[src/rtl/pipe_ctrl_pkg.sv]
// Shared encodings for the pipeline hazard controller: forwarding selects and the
// memory-wait FSM state type.
package pipe_ctrl_pkg;

  localparam logic [1:0] FWD_RF  = 2'b00;
  localparam logic [1:0] FWD_WB  = 2'b01;
  localparam logic [1:0] FWD_MEM = 2'b10;

  typedef enum logic [1:0] {
    RUN   = 2'd0,
    WAIT  = 2'd1,
    ABORT = 2'd2
  } hz_state_t;

endpackage

[src/rtl/fwd_sel.sv]
// Per-operand EX forwarding select: youngest producer (MEM) wins over WB, x0 is never
// forwarded.
module fwd_sel
  import pipe_ctrl_pkg::*;
#(
  parameter int REG_AW = 5
) (
  input  logic [REG_AW-1:0] src_rs,
  input  logic [REG_AW-1:0] mem_rd,
  input  logic              mem_regwrite,
  input  logic [REG_AW-1:0] wb_rd,
  input  logic              wb_regwrite,
  output logic [1:0]        sel
);

  logic mem_hit_s;
  logic wb_hit_s;

  assign mem_hit_s = mem_regwrite & (mem_rd != {REG_AW{1'b0}}) & (mem_rd == src_rs);
  assign wb_hit_s  = wb_regwrite  & (wb_rd  != {REG_AW{1'b0}}) & (wb_rd  == src_rs);

  // Priority select of the operand source
  always_comb begin
    sel = FWD_RF;
    if (mem_hit_s) begin
      sel = FWD_MEM;
    end else if (wb_hit_s) begin
      sel = FWD_WB;
    end else begin
      sel = FWD_RF;
    end
  end

endmodule

[src/rtl/pipe_hazard_ctrl.sv]
// Hazard/stall controller for the 5-stage pipeline: forwarding, load-use bubble, redirect
// flush and memory-wait freeze with timeout. Optional perf counters under HAZARD_PERF_EN.
module pipe_hazard_ctrl
  import pipe_ctrl_pkg::*;
#(
  parameter int REG_AW      = 5,
  parameter int MEM_TIMEOUT = 15,
`ifdef HAZARD_PERF_EN
  parameter int PERF_W      = 32,
`endif
  parameter int TO_W        = 4
) (
  input  logic              clk,
  input  logic              rst,
  input  logic [REG_AW-1:0] id_rs1,
  input  logic [REG_AW-1:0] id_rs2,
  input  logic              id_use1,
  input  logic              id_use2,
  input  logic [REG_AW-1:0] ex_rs1,
  input  logic [REG_AW-1:0] ex_rs2,
  input  logic [REG_AW-1:0] ex_rd,
  input  logic              ex_memread,
  input  logic              ex_redirect,
  input  logic [REG_AW-1:0] mem_rd,
  input  logic [REG_AW-1:0] wb_rd,
  input  logic              mem_regwrite,
  input  logic              wb_regwrite,
  input  logic              mem_req,
  input  logic              mio_ready,
`ifdef HAZARD_PERF_EN
  output logic [PERF_W-1:0] perf_stall,
  output logic [PERF_W-1:0] perf_flush,
  output logic [PERF_W-1:0] perf_freeze,
`endif
  output logic [1:0]        fwd_a,
  output logic [1:0]        fwd_b,
  output logic              pc_we,
  output logic              if_id_we,
  output logic              id_ex_we,
  output logic              ex_mem_we,
  output logic              if_id_flush,
  output logic              id_ex_flush,
  output logic              mem_wb_bubble,
  output logic              mem_abort
);

  localparam logic            TO_EN  = (MEM_TIMEOUT != 0);
  localparam logic [TO_W-1:0] TO_LIM = TO_W'(MEM_TIMEOUT);

  hz_state_t       state_r, state_s;
  logic [TO_W-1:0] cnt_r, cnt_s;
  logic            freeze_s;
  logic            load_use_s;
  logic [1:0]      fwd_a_s, fwd_b_s;

  // An aborted access is released for its retiring cycle even though the bus is still busy
  assign freeze_s   = mem_req & ~mio_ready & (state_r != ABORT);
  assign load_use_s = ex_memread & (ex_rd != {REG_AW{1'b0}}) &
                      ((id_use1 & (ex_rd == id_rs1)) | (id_use2 & (ex_rd == id_rs2)));

  fwd_sel #(.REG_AW(REG_AW)) u_fwd_a (
    .src_rs(ex_rs1), .mem_rd(mem_rd), .mem_regwrite(mem_regwrite),
    .wb_rd(wb_rd), .wb_regwrite(wb_regwrite), .sel(fwd_a_s)
  );

  fwd_sel #(.REG_AW(REG_AW)) u_fwd_b (
    .src_rs(ex_rs2), .mem_rd(mem_rd), .mem_regwrite(mem_regwrite),
    .wb_rd(wb_rd), .wb_regwrite(wb_regwrite), .sel(fwd_b_s)
  );

  // Memory-wait state and timeout counter registers
  always_ff @(posedge clk or negedge rst) begin
    if (!rst) begin
      state_r <= RUN;
      cnt_r   <= {TO_W{1'b0}};
    end else begin
      state_r <= state_s;
      cnt_r   <= cnt_s;
    end
  end

  // Memory-wait next state; counter saturates so a zero timeout can wait indefinitely
  always_comb begin
    state_s = state_r;
    cnt_s   = cnt_r;
    case (state_r)
      RUN: begin
        if (freeze_s) begin
          state_s = WAIT;
          cnt_s   = TO_W'(1);
        end else begin
          state_s = RUN;
          cnt_s   = {TO_W{1'b0}};
        end
      end
      WAIT: begin
        if (mio_ready) begin
          state_s = RUN;
          cnt_s   = {TO_W{1'b0}};
        end else if (TO_EN && (cnt_r == TO_LIM)) begin
          state_s = ABORT;
          cnt_s   = {TO_W{1'b0}};
        end else if (cnt_r != {TO_W{1'b1}}) begin
          cnt_s   = cnt_r + TO_W'(1);
        end else begin
          cnt_s   = cnt_r;
        end
      end
      ABORT: begin
        state_s = RUN;
        cnt_s   = {TO_W{1'b0}};
      end
      default: begin
        state_s = RUN;
        cnt_s   = {TO_W{1'b0}};
      end
    endcase
  end

  // Stage control by priority: reset > freeze > redirect > load-use > normal
  always_comb begin
    pc_we         = 1'b1;
    if_id_we      = 1'b1;
    id_ex_we      = 1'b1;
    ex_mem_we     = 1'b1;
    if_id_flush   = 1'b0;
    id_ex_flush   = 1'b0;
    mem_wb_bubble = 1'b0;
    if (!rst) begin
      pc_we         = 1'b0;
      if_id_we      = 1'b0;
      id_ex_we      = 1'b0;
      ex_mem_we     = 1'b0;
      if_id_flush   = 1'b1;
      id_ex_flush   = 1'b1;
      mem_wb_bubble = 1'b1;
    end else if (freeze_s) begin
      pc_we         = 1'b0;
      if_id_we      = 1'b0;
      id_ex_we      = 1'b0;
      ex_mem_we     = 1'b0;
      mem_wb_bubble = 1'b1;
    end else if (ex_redirect) begin
      if_id_flush   = 1'b1;
      id_ex_flush   = 1'b1;
    end else if (load_use_s) begin
      pc_we         = 1'b0;
      if_id_we      = 1'b0;
      id_ex_flush   = 1'b1;
    end else begin
      mem_wb_bubble = 1'b0;
    end
  end

  assign fwd_a     = rst ? fwd_a_s : FWD_RF;
  assign fwd_b     = rst ? fwd_b_s : FWD_RF;
  assign mem_abort = rst & (state_r == ABORT);

`ifdef HAZARD_PERF_EN
  logic [PERF_W-1:0] perf_stall_r, perf_flush_r, perf_freeze_r;

  // Event counters count the condition that actually won the priority this cycle
  always_ff @(posedge clk or negedge rst) begin
    if (!rst) begin
      perf_stall_r  <= {PERF_W{1'b0}};
      perf_flush_r  <= {PERF_W{1'b0}};
      perf_freeze_r <= {PERF_W{1'b0}};
    end else begin
      if (freeze_s) begin
        perf_freeze_r <= perf_freeze_r + PERF_W'(1);
      end else if (ex_redirect) begin
        perf_flush_r  <= perf_flush_r + PERF_W'(1);
      end else if (load_use_s) begin
        perf_stall_r  <= perf_stall_r + PERF_W'(1);
      end else begin
        perf_stall_r  <= perf_stall_r;
      end
    end
  end

  assign perf_stall  = perf_stall_r;
  assign perf_flush  = perf_flush_r;
  assign perf_freeze = perf_freeze_r;
`endif

endmodule

[config.mk]
export PLATFORM = sky130hd
export DESIGN_NAME = pipe_hazard_ctrl
export DESIGN_NICKNAME = d
export VERILOG_FILES = /design/src/rtl/pipe_ctrl_pkg.sv /design/src/rtl/fwd_sel.sv /design/src/rtl/pipe_hazard_ctrl.sv
export SDC_FILE = /design/constraint.sdc
export NUM_CORES = 1
export LEC_CHECK = 0
export ABC_AREA = 1
export BUFFER_PORTS_ARGS = -buffer_cell sky130_fd_sc_hd__buf_2
export CORE_UTILIZATION = 42
export CTS_CLUSTER_DIAMETER = 50
export DETAILED_ROUTE_END_ITERATION = 10
export PLACE_DENSITY = 0.85
export SLEW_MARGIN = 5
export SYNTH_ARGS = -nofsm -noshare
export SYNTH_HDL_FRONTEND = slang
export SYNTH_SLANG_ARGS = --single-unit
[constraint.sdc]
create_clock -name clk -period 1.19 [get_ports clk]
set_input_delay 0 -clock clk [delete_from_list [all_inputs] [get_ports clk]]
set_output_delay 0 -clock clk [all_outputs]
set_load 0.05 [all_outputs]
==> reports/summary.md, run 1 <==
The run finished, with violations left. The checks that failed: setup timing. 57 I/O pins were placed.

For this run, the detailed router's first-pass iteration total came to 4. The worst register-to-register path has a setup slack of 0.09 ns. Number of antenna violations at the first check in global routing: 0.

The critical path depth in cells works out to 9. The post-route antenna net violation count came out at 0. The critical path class was reg2out.

The cell sitting at the root of the clock tree is a clkbuf_4. The run gives 2262 sq um as the total die area. The net count of the finished layout is 266, and the area of the core region is 1962 sq um.

Among cell families on the critical path, the largest total delay comes from buffers and inverters. The worst register-to-register path ends at state_r[0]$_DFFE_PN0P_. The portion of the clock cycle consumed by the worst path in the final layout was 116.0%. Derived from the worst setup path, the maximum achievable clock frequency is 724.7 MHz.

The critical path contains buffers and inverters numbering 5 combined. Setup violations remaining at the end of the flow were counted as 7. After global routing the overflow that remains totals 0.

The number of global-route vias before repair came out at 867. The placed instances occupy a cell area of 1190 sq um. The run gives 1299 sq um as the post-route standard cell area excluding fillers. Standard cell with the maximum stage delay on the critical path: dfrtp_1.

In this run the worst path has a maximum fanout of 4. 0 antenna diodes ended up in the layout. The run gives 1030 um as the routed length on met2. The first global-routing pass estimated 3118 um of wire. The worst setup path is launched from a register.

After synthesis, the mean cell area works out to 5.590 sq um. The startpoint of the most critical register-to-register path is cnt_r[0]$_DFFE_PN0P_. The global router's overall resource usage is 19.26%. TritonCTS built the clock tree. The area of the mapped netlist came out at 872.1 sq um.

The number of warnings issued by yosys came out at 0. After legalization and detailed placement, the total HPWL measured 1847 um. The total nets after synthesis came out at 202. STA puts the critical path data arrival time at 1.38 ns. The clock passes through at most 2 buffers. The detailed router used layers up to and including met3. The number of clock sinks came out at 6. The type of the worst min-delay path was in2reg. Synthesis instantiated 17 different standard cells from the library. The run gives 0 as the number of max-cap violations. The first-iteration detailed-routing DRC count was 21. Beginning of the critical path: state_r[1]$_DFFE_PN0P_. Once the floorplan was initialized, standard cells occupied 44.45% of the core. The library cell appearing most often on the critical path is inv_1. The instance count after placement with tap cells included was 238.

The number of cells produced by synthesis is 156, and the areal power density over the cells is 632.5 nW/um^2. The worst voltage drop across the vdd grid is 0.0003353 V, and the filler cell count in the final layout is 185. Cells with a size suffix above 1 make up 33.49% of the layout. Sequential elements use 17.22% of the synthesized area. For this run, the slowest stage of the critical path takes 0.36 ns.

For the headroom to the max-slew limit, the log shows 82.97%. The tools report the worst-case setup margin in the final layout as -0.1899 ns. The floorplan has 16 rows. The signed area change from the synthesized netlist to the final layout was 48.92%; the number of failing hold endpoints at the final stage was 0.

After detailed routing, the wire length on met1 is 973 um. The tools report the total number of H-tree levels as 1. From bottom edge to top edge, the die measures 47.57 um. The tools report the share of the core filled with cells in the final layout as 66.20%. Summed over all nets, wire length on met3 after detailed routing comes to 139 um. The critical path capture point is if_id_we. The number of port buffers came out at 56.

The clock insertion delay at the later pin of the skew report is 0.25 ns. The width of the die is 47.57 um. Synthesis inferred 6 register bits. The transition time at the pin with the least slew margin was 0.2527 ns; the CTS clock-pin slew for the worst setup and hold paths was 0.04 ns. The number of clock buffers added by TritonCTS is 3. Summing internal, switching and leakage power gives 821.5 uW.

The vias after detailed routing is 1068. Setup repair after global routing could not meet its margin everywhere. Entering global routing, the biggest net connects 7 pins.

The final cell count without fillers came out at 245. The routability congestion estimate is 0.8064. The clock period minus worst slack works out to 1.380 ns.

The clock skew is 0.005406 ns, and the overall routed net length is 2143 um. After detailed routing, the average wire length per cell comes to 8.747 um. STA classifies the critical path endpoint as a primary output. For this design the static power due to leakage is 0.7890 nW. For this run, design rule violations remaining after detail routing come to 0. Measured in cells, the most critical reg-to-reg path has a length of 6. Data on the critical path is required at its endpoint by 1.19 ns.

Traced cell by cell, the critical path runs through inv_1 > nor2_1 > inv_1 > nand3_2 > inv_2 > nor2_4 > nand2_2 > clkinvlp_4 > buf_8. The average via count per standard cell was 4.359; the max-slew violation total from the final report was 0.
worst register-to-register path, cell delays in order, from the launching register on:
cell,delay [ns]
dfrtp_1,0.40
ha_1,0.20
nand2_1,0.07
nor2_2,0.12
inv_1,0.07
nand2_1,0.08
nand2_1,0.06
registers in the layout, indices dropped and copies added (netlist names):
name     cells
cnt_r        4
state_r      2
synth_stat cells:
library cell / n / share of area, %
a21oi_1: 3 / 1.7
buf_4: 2 / 1.7
dfrtp_1: 6 / 17
ha_1: 1 / 1.4
inv_1: 28 / 12
inv_2: 3 / 1.3
nand2_1: 43 / 19
nand2_2: 1 / 0.72
nand3_1: 11 / 6.3
nor2_1: 28 / 12
nor2_4: 1 / 1.3
nor3_1: 4 / 2.3
o21ai_0: 3 / 1.7
o21ai_1: 1 / 0.57
o41ai_1: 1 / 1.0
xnor2_1: 8 / 8.0
xor2_1: 12 / 12
final cells by class:
| type | instances | area [sq um] | area share (%) |
|---|---|---|---|
| repair buffers | 61 | 364.1 | 28.03 |
| inverters | 31 | 120.1 | 9.249 |
| multi-input cells | 117 | 608.1 | 46.82 |
| flip-flops and latches | 6 | 150.1 | 11.56 |
| clock buffers | 3 | 22.52 | 1.734 |
| well taps | 27 | 33.78 | 2.601 |
per-stage QoR:
stage | hold slack (ns) | setup slack, ns | TNS [ns]
floorplan | -0.2956 | -0.2788 | -0.4755
global placement | -0.05928 | 0.05453 | 0
detailed placement | -0.05697 | -0.01978 | -0.01978
CTS | 0.003521 | -0.1698 | -0.8874
global route | 0.01091 | -0.2719 | -1.438
finish | 0.01389 | -0.1899 | -0.8222
power by group:
part / switching [mW] / internal (mW) / total (mW)
combinational: 0.231 / 0.177 / 0.409
sequential: 0.00844 / 0.214 / 0.222
clock: 0.0762 / 0.114 / 0.190
total: 0.316 / 0.505 / 0.821
routing by layer:
layer	global-route usage, %	vias to the layer above
met5	0	-
met4	5.000	0
met3	1.132	0
met2	38.08	49
met1	22.12	427
li1	-	592
layout by cell type, fill, tap and decap left out, drive strengths merged:
master / synthesis / final
o41ai: 1 / 1
xor2: 12 / 12
clkinvlp: 0 / 1
buf: 2 / 59
dfrtp: 6 / 6
nor2: 29 / 29
o21ai: 4 / 4
nand3: 11 / 11
nor3: 4 / 4
nand2: 44 / 44
xnor2: 8 / 8
dlygate4sd3: 0 / 2
ha: 1 / 1
a21oi: 3 / 3
clkbuf: 0 / 3
inv: 31 / 30
worst min-delay path by stage:
stage	start	end	slack, ns	cells after the start
after floorplan	rst	cnt_r[0]$_DFFE_PN0P_	-0.30	0
after global placement	rst	cnt_r[3]$_DFFE_PN0P_	-0.06	2
after detailed placement	rst	cnt_r[3]$_DFFE_PN0P_	-0.06	2
after CTS	mio_ready	cnt_r[0]$_DFFE_PN0P_	0.004	2
after global routing	mio_ready	cnt_r[0]$_DFFE_PN0P_	0.01	2
final	mio_ready	cnt_r[0]$_DFFE_PN0P_	0.01	2
cells by family (layout without fill, tap and decap cells):
logic type,after synthesis,in the layout,synth area share (%)
AND/OR/NAND/NOR,88,88,41.18
buffers and inverters,33,95,15.06
XOR/XNOR,20,20,20.09
AO/OA/AOI/OAI,8,8,5.020
flip-flops,6,6,17.22
adder cells (fa/ha/maj),1,1,1.434
what timing repair did:
action	4_1_cts	5_1_grt
hold endpoints to repair	7	0
setup buffers	1	1
setup endpoints to repair	8	10
gates resized for setup	12	3
hold buffers	2	0
pin swaps	0	1
No activity file was read; power rests on OpenSTA's default activity.
==> run 2, diff against run 1 <==
--- a/config.mk
+++ b/config.mk
@@ -5,12 +5,11 @@
 export SDC_FILE = /design/constraint.sdc
 export NUM_CORES = 1
 export LEC_CHECK = 0
-export ABC_AREA = 1
 export BUFFER_PORTS_ARGS = -buffer_cell sky130_fd_sc_hd__buf_2
-export CORE_UTILIZATION = 42
+export CORE_UTILIZATION = 39
 export CTS_CLUSTER_DIAMETER = 50
 export DETAILED_ROUTE_END_ITERATION = 10
-export PLACE_DENSITY = 0.85
+export PLACE_DENSITY = 0.84
 export SLEW_MARGIN = 5
 export SYNTH_ARGS = -nofsm -noshare
 export SYNTH_HDL_FRONTEND = slang
==> run 2 against run 1 <==
Effect of this change: the run still ends with setup timing left; fmax down 10%; cell area up 25%; via count up 15%; worst setup slack worse by 0.16 ns; sequential share of layout area down 2.2 points; first-iteration DRC count rose to 3.6 times the previous value; flip-flop and latch count unchanged; wire length up 130%; die area down 8.3%; register-to-register slack worse by 0.24 ns; clock skew up 0.0022 ns; core utilization up 27 points; critical endpoint is now pc_we; largest power group unchanged.
==> reports/summary.md, run 2 <==
Dividing the detail-routed via count by the number of cells gives 6.223. Global routing used 35.28% of the available met1 tracks. The largest fanout on the critical path is 3, and the max-slew violation total from the final report is 0. Largest register by flop count: cnt_r.

The critical path goes through buf_2 > xor2_1 > nor4_1 > a32oi_1 > o311a_4 > buf_8. The data arrival time of the critical path was 1.54 ns. In this run the remaining antenna-violating nets after routing total 0. Cell internal power was estimated by the tool at 585.8 uW. The floorplan has 15 rows. The global-route track usage on met2 came out at 68.00%. During I/O placement, the number of pins put on the boundary was 57. The tools report the starting density of the core as 42.37%. Largest net degree at the start of global routing: 9. For the final database, setup skew stands at 0.007618 ns.

The synthesized design contains 0 enable-type register cells. The total number of H-tree levels was 1. The most used flip-flop cell after synthesis is dfrtp_1. Setup repair after global routing could not meet its margin everywhere.

Synthesis inferred 6 register bits. The number of antenna diodes in the final layout is 0. After global routing the overflow that remains totals 0.

The cell area that synthesis handed to floorplanning was 739.5 sq um. The routability congestion estimate was 0.9477. Leaving out fill and tap cells, the most frequent cells in the layout are 41 x buf_2, 23 x buf_4, 20 x xor2_1.

Standard cell with the maximum stage delay on the critical path: o311a_4. In this run the tightest slew margin relative to its limit is 66.43%. The synthesized netlist contains 30 unique library cells. For this run, design rule violations remaining after detail routing come to 0.

The area growth from synthesis to layout is 119.1%. STA classifies the critical path startpoint as an input port. Clock tree synthesis inserted a total of 3 buffers. Summed over all nets, the half-perimeter wirelength after detailed placement is 2139 um. The biggest area contributor in the post-synthesis netlist is xor2_1. Across all hold checks on the routed design, the worst slack comes to 0.07980 ns.

For the register area share after synthesis, the log shows 20.30%. Net switching is 41.51% of the power. The logic gate share of total power was 57.5%; the CTS clock-pin slew for the worst setup and hold paths was 0.05 ns. The floorplan step defined a core boundary enclosing 1745 sq um. The run gives -0.3498 ns as the worst-case setup margin in the final layout. The path class of the tightest hold or removal check is in2reg. The tree is rooted in a clkbuf_4. Static timing analysis puts the maximum clock frequency at 649.4 MHz. The largest single stage delay on the critical path is 0.44 ns. The tools report the first-iteration detailed-routing DRC count as 76. In the synthesized netlist the async set-or-reset flop fraction comes to 100.0%. For the pin with the worst max-slew slack, the measured transition is 0.5035 ns.

The run gives 6 as the number of clock sinks. The flow ran to the end, but the final reports show violations. Synthesis produced a netlist whose cell count is 86. The post-placement worst setup slack is -0.2715 ns, and the portion of the clock cycle consumed by the worst path in the final layout is 129.4%.

The number of global-route vias before repair came out at 1197. TritonCTS built the clock tree. The flip-flop count of the largest register after layout came out at 4. For the sum of negative setup slack, the log shows -2.753 ns.

The relative contribution of the clock network to total power is 20.7%, and the floorplan die height is 45.55 um. The width of the die was 45.55 um; the net switching power figure was 415.7 uW. The die covers 2074 sq um. The tools report the net count of the finished layout as 220. The logs give 0.0005548 V for the worst voltage drop across the vdd grid and 1.19 ns for the required time of the critical path. Clock latency on the worst-skew pair, taken at its later pin, is 0.26 ns.

The largest registers in the layout are cnt_r: 4 flops, state_r: 2 flops. The tools report the number of failing hold endpoints at the final stage as 0. Global routing consumed, over all layers together, 41.63% of the routing resources. The global routing stage identified its most utilized layer as met2. For the met3 demand-to-capacity share in global routing, the log shows 25.00%. The logs give 6 for the iteration count of the initial detailed-routing pass and 5899 um for the first-pass GRT wire length. Max-cap violations in this run came to 0. The clock period minus worst slack is 1.540 ns. Sequential cells account for 21.8% of the total power. For the total nets after synthesis, the log shows 132. The filler cell count in the final layout is 60, and the areal power density over the cells is 618.1 nW/um^2. The library cell used most frequently in the layout, excluding fill and tap cells, is buf_2.

For this block, the routed nets add up to 4886 um of wire. By area the synthesized netlist is led by xor2_1 24%, dfrtp_1 20%, xnor2_1 13%. After synthesis, the most frequently instantiated cells are 20 x xor2_1, 11 x xnor2_1, 6 x dfrtp_1.

The run gives 0 as the number of antenna violations at the first check in global routing. The final reports fail on setup timing. Dividing the detail-routed wire length by the instance count gives 24.80 um. The share of synthesized area in the top cell type comes to 23.69%. The clock tree buffer depth came out at 2. The share of cells above drive strength 1 was 65.70%; the average cell area after synthesis was 8.598 sq um. The analysis attributes to cell leakage a power of 0.7506 nW. The number of port buffers was 56. The worst setup path is of the in2out kind.

The cell with the most instances after synthesis is xor2_1. Setup violations remaining at the end of the flow were counted as 15. The number of warnings issued by yosys is 0. Capturing element type of the critical path: a primary output. The final route contains 1226 vias.
[run 2: per-stage QoR]
stage	instance area (sq um)	utilization (%)	cells	total power [mW]
4_1_cts	1510	86.52	194	0.9076
2_1_floorplan	818.3	-	86	0.4363
3_5_place_dp	1254	71.83	185	0.6274
6_report	1620	92.83	197	1.002
5_1_grt	1620	92.83	197	1.038
3_3_place_gp	1254	71.83	185	0.6146
[run 2: final cells by class]
cell class                      count  area (sq um)  area share, %
Sequential cell                     6         151.4          9.344
Timing Repair Buffer               85         645.6          39.85
Tap cell                           25         31.28          1.931
Clock buffer                        3         22.52          1.390
Multi-Input combinational cell     75         754.5          46.56
Inverter                            3         15.01         0.9266
[run 2: metal layers]
layer | part of all wire (%) | wire [um] | vias up
met3 | 11 | 528 | 60
met4 | 9.1 | 447 | 0
li1 | - | - | 482
met2 | 47 | 2298 | 136
met1 | 33 | 1612 | 548
met5 | 0 | 0 | -
[run 2: power by group through the flow]
stage	logic (mW)	registers (mW)	clock network, mW
6_report	0.576	0.219	0.207
2_1_floorplan	0.217	0.220	0
3_3_place_gp	0.397	0.218	0
3_5_place_dp	0.409	0.219	0
5_1_grt	0.597	0.219	0.222
4_1_cts	0.493	0.216	0.199
[run 2: logic make-up (layout without fill, tap and decap cells)]
logic type | count (synthesis) | in the layout | synth area share (%)
AND/OR/NAND/NOR | 31 | 31 | 24.54
AO/OA/AOI/OAI | 10 | 10 | 10.49
adder cells (fa/ha/maj) | 1 | 1 | 1.692
flip-flops | 6 | 6 | 20.30
buffers and inverters | 5 | 91 | 3.553
multiplexers | 2 | 2 | 2.707
XOR/XNOR | 31 | 31 | 36.72
[run 2: repair_timing]
item / in CTS / in global routing
pin swaps: 11 / 12
endpoints found under the hold margin: 8 / 0
hold buffers: 2 / 0
resized for setup: 49 / 20
setup endpoints to repair: 13 / 15
buffers inserted: 4 / 6
[run 2: final timing paths]
check,startpoint,cells past startpoint,slack (ns),to
worst max-delay path,ex_rd[3],6,-0.35,pc_we
worst min-delay path,mio_ready,4,0.08,state_r[1]$_DFFE_PN0P_
worst max register to register,state_r[1]$_DFFE_PN0P_,6,-0.15,cnt_r[3]$_DFFE_PN0P_
worst min register to register,cnt_r[3]$_DFFE_PN0P_,1,0.63,cnt_r[3]$_DFFE_PN0P_
max in group asynchronous,rst,3,0.51,cnt_r[0]$_DFFE_PN0P_
min in group asynchronous,rst,3,0.42,cnt_r[2]$_DFFE_PN0P_
[run 2: critical path, delay by kind of cell]
kind	cells	cell delay (ns)
compound gates	2	0.72
buf+inv	2	0.29
xor+xnor	1	0.17
simple gates	1	0.36
